### src/rtl/mac_seq_ctrl_if.sv
`default_nettype none
// +----------------------------------------------------------------------------+
// | Module   : mac_seq_ctrl_if                                                 |
// | Purpose  : Command, memory, MAC and result signals of mac_seq_ctrl.        |
// |            Names carry the direction seen by the sequencer (slave side).   |
// |            MAC_SEQ_STRIDE_EN adds the coefficient stride field.            |
// | Revision : 1.0  initial release                                            |
// +----------------------------------------------------------------------------+
`ifndef DATA_WIDTH
`define DATA_WIDTH 16
`endif

interface mac_seq_ctrl_if #(
  parameter int DATA_WIDTH = `DATA_WIDTH,
  parameter int ADDR_WIDTH = 9,
  parameter int LEN_WIDTH  = 6
);
  // Command from the decoder stage
  logic                  i_start;
  logic                  i_abort;
  logic [LEN_WIDTH-1:0]  i_length;
  logic [ADDR_WIDTH-1:0] i_base_a;
  logic [ADDR_WIDTH-1:0] i_base_b;
`ifdef MAC_SEQ_STRIDE_EN
  logic [ADDR_WIDTH-1:0] i_stride_b;
`endif
  // Memory and MAC side
  logic [ADDR_WIDTH-1:0] o_addr_a;
  logic [ADDR_WIDTH-1:0] o_addr_b;
  logic                  o_rd_en;
  logic [1:0]            o_mac_control;
  logic [DATA_WIDTH-1:0] i_acc_in;
  // Result handshake
  logic                  o_busy;
  logic [DATA_WIDTH-1:0] o_result;
  logic                  o_result_valid;
  logic                  i_result_ready;

  modport slave (
`ifdef MAC_SEQ_STRIDE_EN
    input  i_stride_b,
`endif
    input  i_start, i_abort, i_length, i_base_a, i_base_b, i_acc_in, i_result_ready,
    output o_addr_a, o_addr_b, o_rd_en, o_mac_control, o_busy, o_result, o_result_valid
  );

  modport master (
`ifdef MAC_SEQ_STRIDE_EN
    output i_stride_b,
`endif
    output i_start, i_abort, i_length, i_base_a, i_base_b, i_acc_in, i_result_ready,
    input  o_addr_a, o_addr_b, o_rd_en, o_mac_control, o_busy, o_result, o_result_valid
  );
endinterface

`default_nettype wire

### src/rtl/mac_seq_ctrl.sv
`default_nettype none
// +----------------------------------------------------------------------------+
// | Module   : mac_seq_ctrl                                                    |
// | Purpose  : Sequencer for one length-N dot product on the MAC. Issues       |
// |            sample/coefficient addresses, drives the MAC control one cycle  |
// |            behind the reads, captures the accumulator and hands it off     |
// |            with valid/ready.                                               |
// |            Option: MAC_SEQ_STRIDE_EN enables a programmable coefficient    |
// |            stride (running adder); otherwise the stride is fixed at 1.     |
// | Revision : 1.0  initial release                                            |
// +----------------------------------------------------------------------------+
`ifndef DATA_WIDTH
`define DATA_WIDTH 16
`endif

module mac_seq_ctrl #(
  parameter int DATA_WIDTH = `DATA_WIDTH,
  parameter int ADDR_WIDTH = 9,
  parameter int LEN_WIDTH  = 6
) (
  input wire logic      clock,
  input wire logic      resetn,
  mac_seq_ctrl_if.slave bus
);

  typedef enum logic [2:0] {
    S_IDLE    = 3'd0,
    S_ISSUE   = 3'd1,
    S_DRAIN   = 3'd2,
    S_CAPTURE = 3'd3,
    S_OUTPUT  = 3'd4
  } state_t;

  localparam logic [1:0] c_op_hold  = 2'b00;
  localparam logic [1:0] c_op_load  = 2'b01;
  localparam logic [1:0] c_op_accum = 2'b10;
  localparam logic [1:0] c_op_clear = 2'b11;

  state_t                r_state, w_state_nx;
  logic [1:0]            r_ctrl, w_ctrl_nx;
  logic                  r_rd_en, w_rd_en_nx;
  logic                  r_busy, w_busy_nx;
  logic                  r_valid, w_valid_nx;
  logic [DATA_WIDTH-1:0] r_result, w_result_nx;
  logic [ADDR_WIDTH-1:0] r_addr_a, w_addr_a_nx;
  logic [ADDR_WIDTH-1:0] r_addr_b, w_addr_b_nx;
  logic [ADDR_WIDTH-1:0] r_stride, w_stride_nx;
  logic [LEN_WIDTH-1:0]  r_k, w_k_nx;
  logic [LEN_WIDTH-1:0]  r_len, w_len_nx;
  logic [ADDR_WIDTH-1:0] w_stride_in;

`ifdef MAC_SEQ_STRIDE_EN
  assign w_stride_in = bus.i_stride_b;
`else
  assign w_stride_in = ADDR_WIDTH'(1);
`endif

  // State register
  always_ff @(posedge clock or negedge resetn) begin
    if (!resetn) r_state <= S_IDLE;
    else         r_state <= w_state_nx;
  end

  // Next state and next values of every registered output / counter
  always_comb begin
    w_state_nx  = r_state;
    w_ctrl_nx   = c_op_hold;
    w_rd_en_nx  = 1'b0;
    w_busy_nx   = r_busy;
    w_valid_nx  = r_valid;
    w_result_nx = r_result;
    w_addr_a_nx = r_addr_a;
    w_addr_b_nx = r_addr_b;
    w_stride_nx = r_stride;
    w_k_nx      = r_k;
    w_len_nx    = r_len;

    case (r_state)
      S_IDLE: begin
        if (bus.i_start) begin
          w_len_nx    = bus.i_length;
          w_stride_nx = w_stride_in;
          w_addr_a_nx = bus.i_base_a;
          w_addr_b_nx = bus.i_base_b;
          w_k_nx      = '0;
          w_busy_nx   = 1'b1;
          if (bus.i_length != '0) begin
            w_state_nx = S_ISSUE;
            w_rd_en_nx = 1'b1;
          end else begin
            // Empty product: clear the accumulator so the captured result is 0
            w_state_nx = S_DRAIN;
            w_ctrl_nx  = c_op_clear;
          end
        end
      end
      S_ISSUE: begin
        // Op is queued one cycle so it meets the read data of this term
        w_ctrl_nx = (r_k == '0) ? c_op_load : c_op_accum;
        if (r_k == r_len - LEN_WIDTH'(1)) begin
          w_state_nx = S_DRAIN;
        end else begin
          w_rd_en_nx  = 1'b1;
          w_k_nx      = r_k + LEN_WIDTH'(1);
          w_addr_a_nx = r_addr_a + ADDR_WIDTH'(1);
          w_addr_b_nx = r_addr_b + r_stride;
        end
      end
      S_DRAIN: begin
        w_state_nx = S_CAPTURE;
      end
      S_CAPTURE: begin
        w_result_nx = bus.i_acc_in;
        w_valid_nx  = 1'b1;
        w_state_nx  = S_OUTPUT;
      end
      S_OUTPUT: begin
        if (bus.i_result_ready) begin
          w_valid_nx = 1'b0;
          w_busy_nx  = 1'b0;
          w_state_nx = S_IDLE;
        end
      end
      default: begin
        w_state_nx = S_IDLE;
      end
    endcase

    // Abort wins over start and result_ready; the result register is left alone
    if (bus.i_abort && (r_state != S_IDLE)) begin
      w_state_nx  = S_IDLE;
      w_rd_en_nx  = 1'b0;
      w_busy_nx   = 1'b0;
      w_valid_nx  = 1'b0;
      w_result_nx = r_result;
      w_ctrl_nx   = (r_state == S_OUTPUT) ? c_op_hold : c_op_clear;
    end
  end

  // Datapath and output registers
  always_ff @(posedge clock or negedge resetn) begin
    if (!resetn) begin
      r_ctrl   <= c_op_hold;
      r_rd_en  <= 1'b0;
      r_busy   <= 1'b0;
      r_valid  <= 1'b0;
      r_result <= '0;
      r_addr_a <= '0;
      r_addr_b <= '0;
      r_stride <= '0;
      r_k      <= '0;
      r_len    <= '0;
    end else begin
      r_ctrl   <= w_ctrl_nx;
      r_rd_en  <= w_rd_en_nx;
      r_busy   <= w_busy_nx;
      r_valid  <= w_valid_nx;
      r_result <= w_result_nx;
      r_addr_a <= w_addr_a_nx;
      r_addr_b <= w_addr_b_nx;
      r_stride <= w_stride_nx;
      r_k      <= w_k_nx;
      r_len    <= w_len_nx;
    end
  end

  assign bus.o_addr_a       = r_addr_a;
  assign bus.o_addr_b       = r_addr_b;
  assign bus.o_rd_en        = r_rd_en;
  assign bus.o_mac_control  = r_ctrl;
  assign bus.o_busy         = r_busy;
  assign bus.o_result       = r_result;
  assign bus.o_result_valid = r_valid;

endmodule

`default_nettype wire
### src/flat_wrapper.sv
// flat-port wrapper written by rule: the top's interface ports become plain ports
module mac_seq_ctrl_flat 
#(
  parameter int DATA_WIDTH = `DATA_WIDTH,
  parameter int ADDR_WIDTH = 9,
  parameter int LEN_WIDTH  = 6
)
  (clock, resetn, bus_i_start, bus_i_abort, bus_i_length, bus_i_base_a, bus_i_base_b, bus_i_acc_in, bus_i_result_ready, bus_o_addr_a, bus_o_addr_b, bus_o_rd_en, bus_o_mac_control, bus_o_busy, bus_o_result, bus_o_result_valid);
  mac_seq_ctrl_if #(.DATA_WIDTH(DATA_WIDTH), .ADDR_WIDTH(ADDR_WIDTH), .LEN_WIDTH(LEN_WIDTH)) bus_i ();
  input wire logic clock;
  input wire logic resetn;
  input wire logic [$bits(bus_i.i_start)-1:0] bus_i_start;
  input wire logic [$bits(bus_i.i_abort)-1:0] bus_i_abort;
  input wire logic [$bits(bus_i.i_length)-1:0] bus_i_length;
  input wire logic [$bits(bus_i.i_base_a)-1:0] bus_i_base_a;
  input wire logic [$bits(bus_i.i_base_b)-1:0] bus_i_base_b;
  input wire logic [$bits(bus_i.i_acc_in)-1:0] bus_i_acc_in;
  input wire logic [$bits(bus_i.i_result_ready)-1:0] bus_i_result_ready;
  output wire logic [$bits(bus_i.o_addr_a)-1:0] bus_o_addr_a;
  output wire logic [$bits(bus_i.o_addr_b)-1:0] bus_o_addr_b;
  output wire logic [$bits(bus_i.o_rd_en)-1:0] bus_o_rd_en;
  output wire logic [$bits(bus_i.o_mac_control)-1:0] bus_o_mac_control;
  output wire logic [$bits(bus_i.o_busy)-1:0] bus_o_busy;
  output wire logic [$bits(bus_i.o_result)-1:0] bus_o_result;
  output wire logic [$bits(bus_i.o_result_valid)-1:0] bus_o_result_valid;
  assign bus_i.i_start = bus_i_start;
  assign bus_i.i_abort = bus_i_abort;
  assign bus_i.i_length = bus_i_length;
  assign bus_i.i_base_a = bus_i_base_a;
  assign bus_i.i_base_b = bus_i_base_b;
  assign bus_i.i_acc_in = bus_i_acc_in;
  assign bus_i.i_result_ready = bus_i_result_ready;
  assign bus_o_addr_a = bus_i.o_addr_a;
  assign bus_o_addr_b = bus_i.o_addr_b;
  assign bus_o_rd_en = bus_i.o_rd_en;
  assign bus_o_mac_control = bus_i.o_mac_control;
  assign bus_o_busy = bus_i.o_busy;
  assign bus_o_result = bus_i.o_result;
  assign bus_o_result_valid = bus_i.o_result_valid;
  mac_seq_ctrl #(.DATA_WIDTH(DATA_WIDTH), .ADDR_WIDTH(ADDR_WIDTH), .LEN_WIDTH(LEN_WIDTH)) u_core (.clock(clock), .resetn(resetn), .bus(bus_i));
endmodule
### config.mk
export PLATFORM = sky130hd
export DESIGN_NAME = mac_seq_ctrl_flat
export DESIGN_NICKNAME = d
export VERILOG_FILES = /design/src/rtl/mac_seq_ctrl_if.sv /design/src/rtl/mac_seq_ctrl.sv /design/src/flat_wrapper.sv
export SDC_FILE = /design/constraint.sdc
export NUM_CORES = 1
export LEC_CHECK = 0
export CAP_MARGIN = 20
export CORE_MARGIN = 10
export CORE_UTILIZATION = 45
export DETAILED_ROUTE_END_ITERATION = 16
export GPL_TIMING_DRIVEN = 0
export HOLD_SLACK_MARGIN = 0.08
export PLACE_DENSITY = 0.86
export SLEW_MARGIN = 20
export SYNTH_ARGS = -nofsm -noshare
export SYNTH_HDL_FRONTEND = slang
export SYNTH_SLANG_ARGS = --single-unit
### constraint.sdc
create_clock -name clock -period 2.9 [get_ports clock]
set_clock_uncertainty 0.05 [all_clocks]
set_input_delay 0.29 -clock clock [delete_from_list [all_inputs] [get_ports clock]]
set_output_delay 0.29 -clock clock [all_outputs]
set_load 0.02 [all_outputs]
Yosys cells after proc, flatten, opt, wreduce, memory -nomap -nowiden
Index checks and enable logic that the tools add are counted.
- multiplexer cells: 32
- equal/unequal tests: 10
- reductions and logical operators: 14
- bitwise operators: 1
- add/subtract/negate cells: 4
- operator list (cell ; count):
    9-bit two-way mux ; 4
    9-bit case mux with 2 select lines ; 2
    3-bit case mux with 5 select lines ; 1
    2-bit two-way mux ; 6
    3-bit two-way mux ; 4
    6-bit two-way mux ; 2
    6-bit case mux with 2 select lines ; 1
    9-bit by 1-bit adder with 9-bit output ; 1
    9-bit by 1-bit adder with 9-bit output (second input constant) ; 1
    3-bit AND reduction ; 3
    3-bit nonzero test ; 3
    1-bit two-way mux ; 8
    6-bit by 1-bit adder with 6-bit output (second input constant) ; 1
    3-bit by 2-bit == test with 1-bit output (second input constant) ; 2
    6-bit == test ; 1
    6-bit zero test ; 1
    3-bit by 2-bit != test with 1-bit output (second input constant) ; 2
    1-bit case mux with 2 select lines ; 3
    2-bit AND reduction ; 3
    6-bit nonzero test ; 1
    6-bit by 1-bit subtractor with 6-bit output (second input constant) ; 1
    2-bit != test (second input constant) ; 2
    2-bit case mux with 2 select lines ; 1
    3-bit by 1-bit == test with 1-bit output (second input constant) ; 1
    other kinds (6) ; 6
- input bits: 45
- register bits after elaboration: 55
- output and inout bits: 39
- logic and storage cells: 72

Longest topological paths before layout
- word-level depth: 5
- gate-level depth with buffers: 9
- depth with buffers taken out: 8

Worst setup path after synthesis
OpenSTA, ideal clock, no wires.
- kind: flip-flop to flip-flop
- from: register u_core.r_len[0]
- to: register u_core.r_addr_a[5], in the netlist u_core.bus.o_addr_a[5]
- library setup time: 0.126 ns
- required time: 2.724 ns
- setup slack: 0.791 ns
- path buffers: 0
- cell stages (with the launch flop): 9
- data arrival time: 1.932 ns
- path through: dfrtp_1 > inv_1 > ha_1 > xor2_1 > o211ai_2 > or3_4 > nor2_4 > nor3_1 > o32a_1
- cells in the longest elaborated chain, start to end: 4
- ends and longest elaborated chain (element ; line ; source):
    start, declared ; mac_seq_ctrl.sv:49 ; logic [LEN_WIDTH-1:0] r_len, w_len_nx;
    start signal, assigned ; mac_seq_ctrl.sv:163 ; r_len <= w_len_nx;
    6-bit by 1-bit subtractor with 6-bit output ; mac_seq_ctrl.sv:100 ; if (r_k == r_len - LEN_WIDTH'(1)) begin
    6-bit == test ; mac_seq_ctrl.sv:100 ;
    2-bit != test (no source line) ; n/a ;
    3-bit AND reduction (no source line) ; n/a ;
    end signal, assigned ; mac_seq_ctrl.sv:159 ; r_addr_a <= w_addr_a_nx;
    end, declared ; mac_seq_ctrl.sv:45 ; logic [ADDR_WIDTH-1:0] r_addr_a, w_addr_a_nx;
No other way between the ends.
A chain may end at the register's enable or synchronous reset.

Worst setup path after layout
- from: register u_core.r_len[0]
- to: register u_core.r_addr_a[4], in the netlist u_core.bus.o_addr_a[4]
The elaborated chain is that of the path after synthesis.

==> load_flow_metrics.sql <==
INSERT INTO impl_metrics (metric_group, metric, value, unit) VALUES
('sta', 'timing.final.setup_violations', '0', ''),
('critical_path', 'critical_path.top_delay_family', 'simple AND/OR/NAND/NOR gates', ''),
('critical_path', 'endpoint_kind', 'flip-flop', ''),
('finish', 'multi_input_logic_area', '1480', 'sq um'),
('detailed_routing', 'remaining_drc_errors', '0', ''),
('cts', 'clock-sinks', '55', ''),
('detailed_routing', 'drt-total-wl', '8420', 'um'),
('worst_hold_path', 'min_delay_worst_type', 'reg -> reg', ''),
('global_routing', 'grt.overflow.total', '0', ''),
('finish', 'finalNonFillerCells', '459', ''),
('detailed_routing', 'post_drt_via_cell_ratio', '5.88', ''),
('critical_path', 'max_stage_delay', '0.44', 'ns'),
('power_and_ir_drop', 'seq_power_share', '0.328', ''),
('sta', 'slew_violations', '0', ''),
('global_routing', 'first_global_vias', '2747', ''),
('detailed_routing', 'route.antenna.remaining_nets', '0', ''),
('place', 'place.detailed.hpwl', '6170', 'um'),
('synth', 'ys_async_sr_fraction', '1.00', ''),
('synth', 'most_instantiated_library_cell_after_synthesis', 'dfrtp_1', ''),
('global_routing', 'grt_pass1_wl', '13600', 'um'),
('synth', 'synth_largest_type_area_fraction', '0.465', ''),
('floorplan', 'floorplan.io_pins', '84', ''),
('power_and_ir_drop', 'sw_frac_of_total', '0.457', ''),
('critical_path', 'crit_slowest_cell', 'dfrtp_1', ''),
('cts', 'clock_tree_from_tritoncts', 'built', ''),
('floorplan', 'core_area', '6390', 'sq um'),
('finish', 'filler_cell_count', '512', ''),
('sta', 'grt_setup_unrepaired', 'no', ''),
('synth', 'synth_edf_count', '0', ''),
('floorplan', 'dieWidth', '101', 'um'),
('synth', 'synth_area', '2960', 'sq um'),
('power_and_ir_drop', 'internal_power', '2250', 'uW'),
('cts', 'postCtsSetupBuffers', '0', ''),
('detailed_routing', 'routed-via-count', '2698', ''),
('cts', 'skew_pair_late_insertion_delay', '0.32', 'ns'),
('finish', 'final_cell_utilization_of_the_core', '0.623', ''),
('synth', 'post_synth_main_area_contributors', 'dfrtp_1 (46%), nand2_1 (3.6%), mux2_1 (3.0%), mux2_2 (3.0%), a21oi_1 (2.9%)', ''),
('floorplan', 'fp.dieArea', '10200', 'sq um'),
('sta', 'max_freq', '419', 'MHz'),
('synth', 'postSynthAreaPerCell', '10.2', 'sq um'),
('floorplan', 'die_h', '101', 'um'),
('detailed_routing', 'first_pass_iters', '5', ''),
('power_and_ir_drop', 'p_clk_frac', '0.103', ''),
('cts', 'clkTransAtPathRegs', '0.11', 'ns'),
('finish', 'drive_above_1_share', '0.110', ''),
('place', 'place.gp.congestion', '0.852', ''),
('status', 'status', 'finished clean', ''),
('synth', 'yosys_warnings', '0', ''),
('synth', 'ys_seq_elements', '55', ''),
('finish', 'antenna-diode-count', '0', ''),
('finish', 'regArea', '1380', 'sq um'),
('critical_path', 'crit_path_cell_trace', 'inv_1, ha_1, xor2_1, o211ai_2, nor3_2, nand2_2, buf_4, a211oi_1, nor3_1', ''),
('place', 'placement.cell_area', '3880', 'sq um'),
('power_and_ir_drop', 'worst_ir_drop_vdd', '0.774', 'mV'),
('global_routing', 'grt_start_max_net_pins', '56', ''),
('synth', 'netlist_top_cells_count', 'dfrtp_1 (55), nand2_1 (28), nor2_1 (19)', ''),
('synth', 'synth_cell_type_count', '67', ''),
('sta', 'holdWs', '0.438', 'ns'),
('synth', 'synth-seq-area-share', '0.465', ''),
('sta', 'timing_hold_violations_final', '0', ''),
('detailed_routing', 'detail_route.wl_per_cell', '18.3', 'um'),
('place', 'buffers_added_on_ports', '83', ''),
('critical_path', 'cp_max_fo', '10', ''),
('cts', 'h_tree_depth', '2', ''),
('critical_path', 'cp_num_buf_inv', '2', ''),
('sta', 'normalized_max_slew_margin', '0.487', ''),
('critical_path', 'timing_worst_setup_path_type', 'reg -> reg', ''),
('synth', 'synthCells', '290', ''),
('finish', 'stdcell_area', '3980', 'sq um'),
('job', 'cap_violations', '0', ''),
('synth', 'synth_top_flop_cell', 'dfrtp_1', '');
==> cell families after synthesis <==
family	after synthesis	synth area share
compound gates	84	0.205
fa+ha+maj	6	0.0254
mux	17	0.0642
xor+xnor	7	0.0207
buf+inv	21	0.0342
flops	55	0.465
simple gates	100	0.186
==> placed cells by master, fill, tap and decap left out, types with 5 or more instances in the layout <==
master and instances:
clkdlybuf4s50_1 82, dfrtp_1 55, nand2_1 28, nor2_1 19
a21oi_1 17, o21ai_0 11, nor3_1 8, mux2_1 8
mux2_2 8, o22ai_1 8, inv_1 7, nand3_1 7
a31oi_1 7, buf_2 6, clkbuf_1 6, ha_1 6
and3_1 5, a311oi_1 5, clkbuf_8 5
==> repair_timing <==
item	CTS	global route
hold buffers	1	0
endpoints found under the hold margin	55	0
gates resized for setup	0	0
==> path summary, 6_finish.rpt <==
kind                            cells past startpoint                           to  slack [ns]               start
worst max-delay path                                9       u_core.bus.o_addr_a[4]        0.51     u_core.r_len[0]
min in group asynchronous                           2       u_core.bus.o_addr_b[2]        0.51              resetn
worst min register to register                      1           u_core.r_stride[0]        0.44  u_core.r_stride[0]
worst max register to register                      9       u_core.bus.o_addr_a[4]        0.51     u_core.r_len[0]
worst min-delay path                                1           u_core.r_stride[0]        0.44  u_core.r_stride[0]
max in group asynchronous                           2  u_core.bus.o_mac_control[1]        1.84              resetn
==> power by group through the flow <==
stage / clock network (uW) / logic (uW) / registers (uW)
2_1_floorplan: 0 / 1270 / 1550
3_3_place_gp: 0 / 2280 / 1350
3_5_place_dp: 0 / 2340 / 1360
4_1_cts: 435 / 2350 / 1350
5_1_grt: 463 / 2550 / 1400
6_report: 427 / 2350 / 1360
==> metrics by stage <==
stage / power, uW / setup TNS [ns] / setup slack [ns]
final: 4140 / 0 / 0.515
after global routing: 4410 / 0 / 0.347
after CTS: 4140 / 0 / 0.533
after detailed placement: 3700 / 0 / 0.420
after global placement: 3620 / -9.56 / -0.176
after floorplan: 2820 / 0 / 0.791
==> sequential cells by signal (all words and copies together), names as in the netlist, 2 cells and up <==
| register | flops |
|---|---|
| u_core.bus.o_mac_control | 2 |
| u_core.bus.o_addr_b | 9 |
| u_core.r_state | 3 |
| u_core.bus.o_result | 16 |
| u_core.r_k | 6 |
| u_core.bus.o_addr_a | 9 |
| u_core.r_len | 6 |
==> per-layer routing <==
metal / wire length [um] / up-vias / global-route usage
met5: 0 / - / 0
met1: 3520 / 1272 / 0.196
met4: 88 / 0 / 0.0397
met3: 811 / 8 / 0.0521
met2: 4000 / 148 / 0.263
li1: - / 1270 / -
==> worst register-to-register path, delay by kind of cell, from the launching register on <==
kind	cells	cell delay [ns]
AND/OR/NAND/NOR	3	0.65
AO/OA/AOI/OAI	2	0.35
XOR/XNOR	1	0.17
buffers and inverters	2	0.32
adder cells (fa/ha/maj)	1	0.30
flip-flops	1	0.44
==> cell type report <==
cell class,count,share of cell area
Buffer,14,0.0189
Tap cell,77,0.0242
Inverter,7,0.00660
Multi-Input combinational cell,214,0.373
Timing Repair Buffer,84,0.211
Clock buffer,6,0.0182
Clock inverter,2,0.00314
Sequential cell,55,0.346
Note: power is estimated with default switching activity, not from simulation.
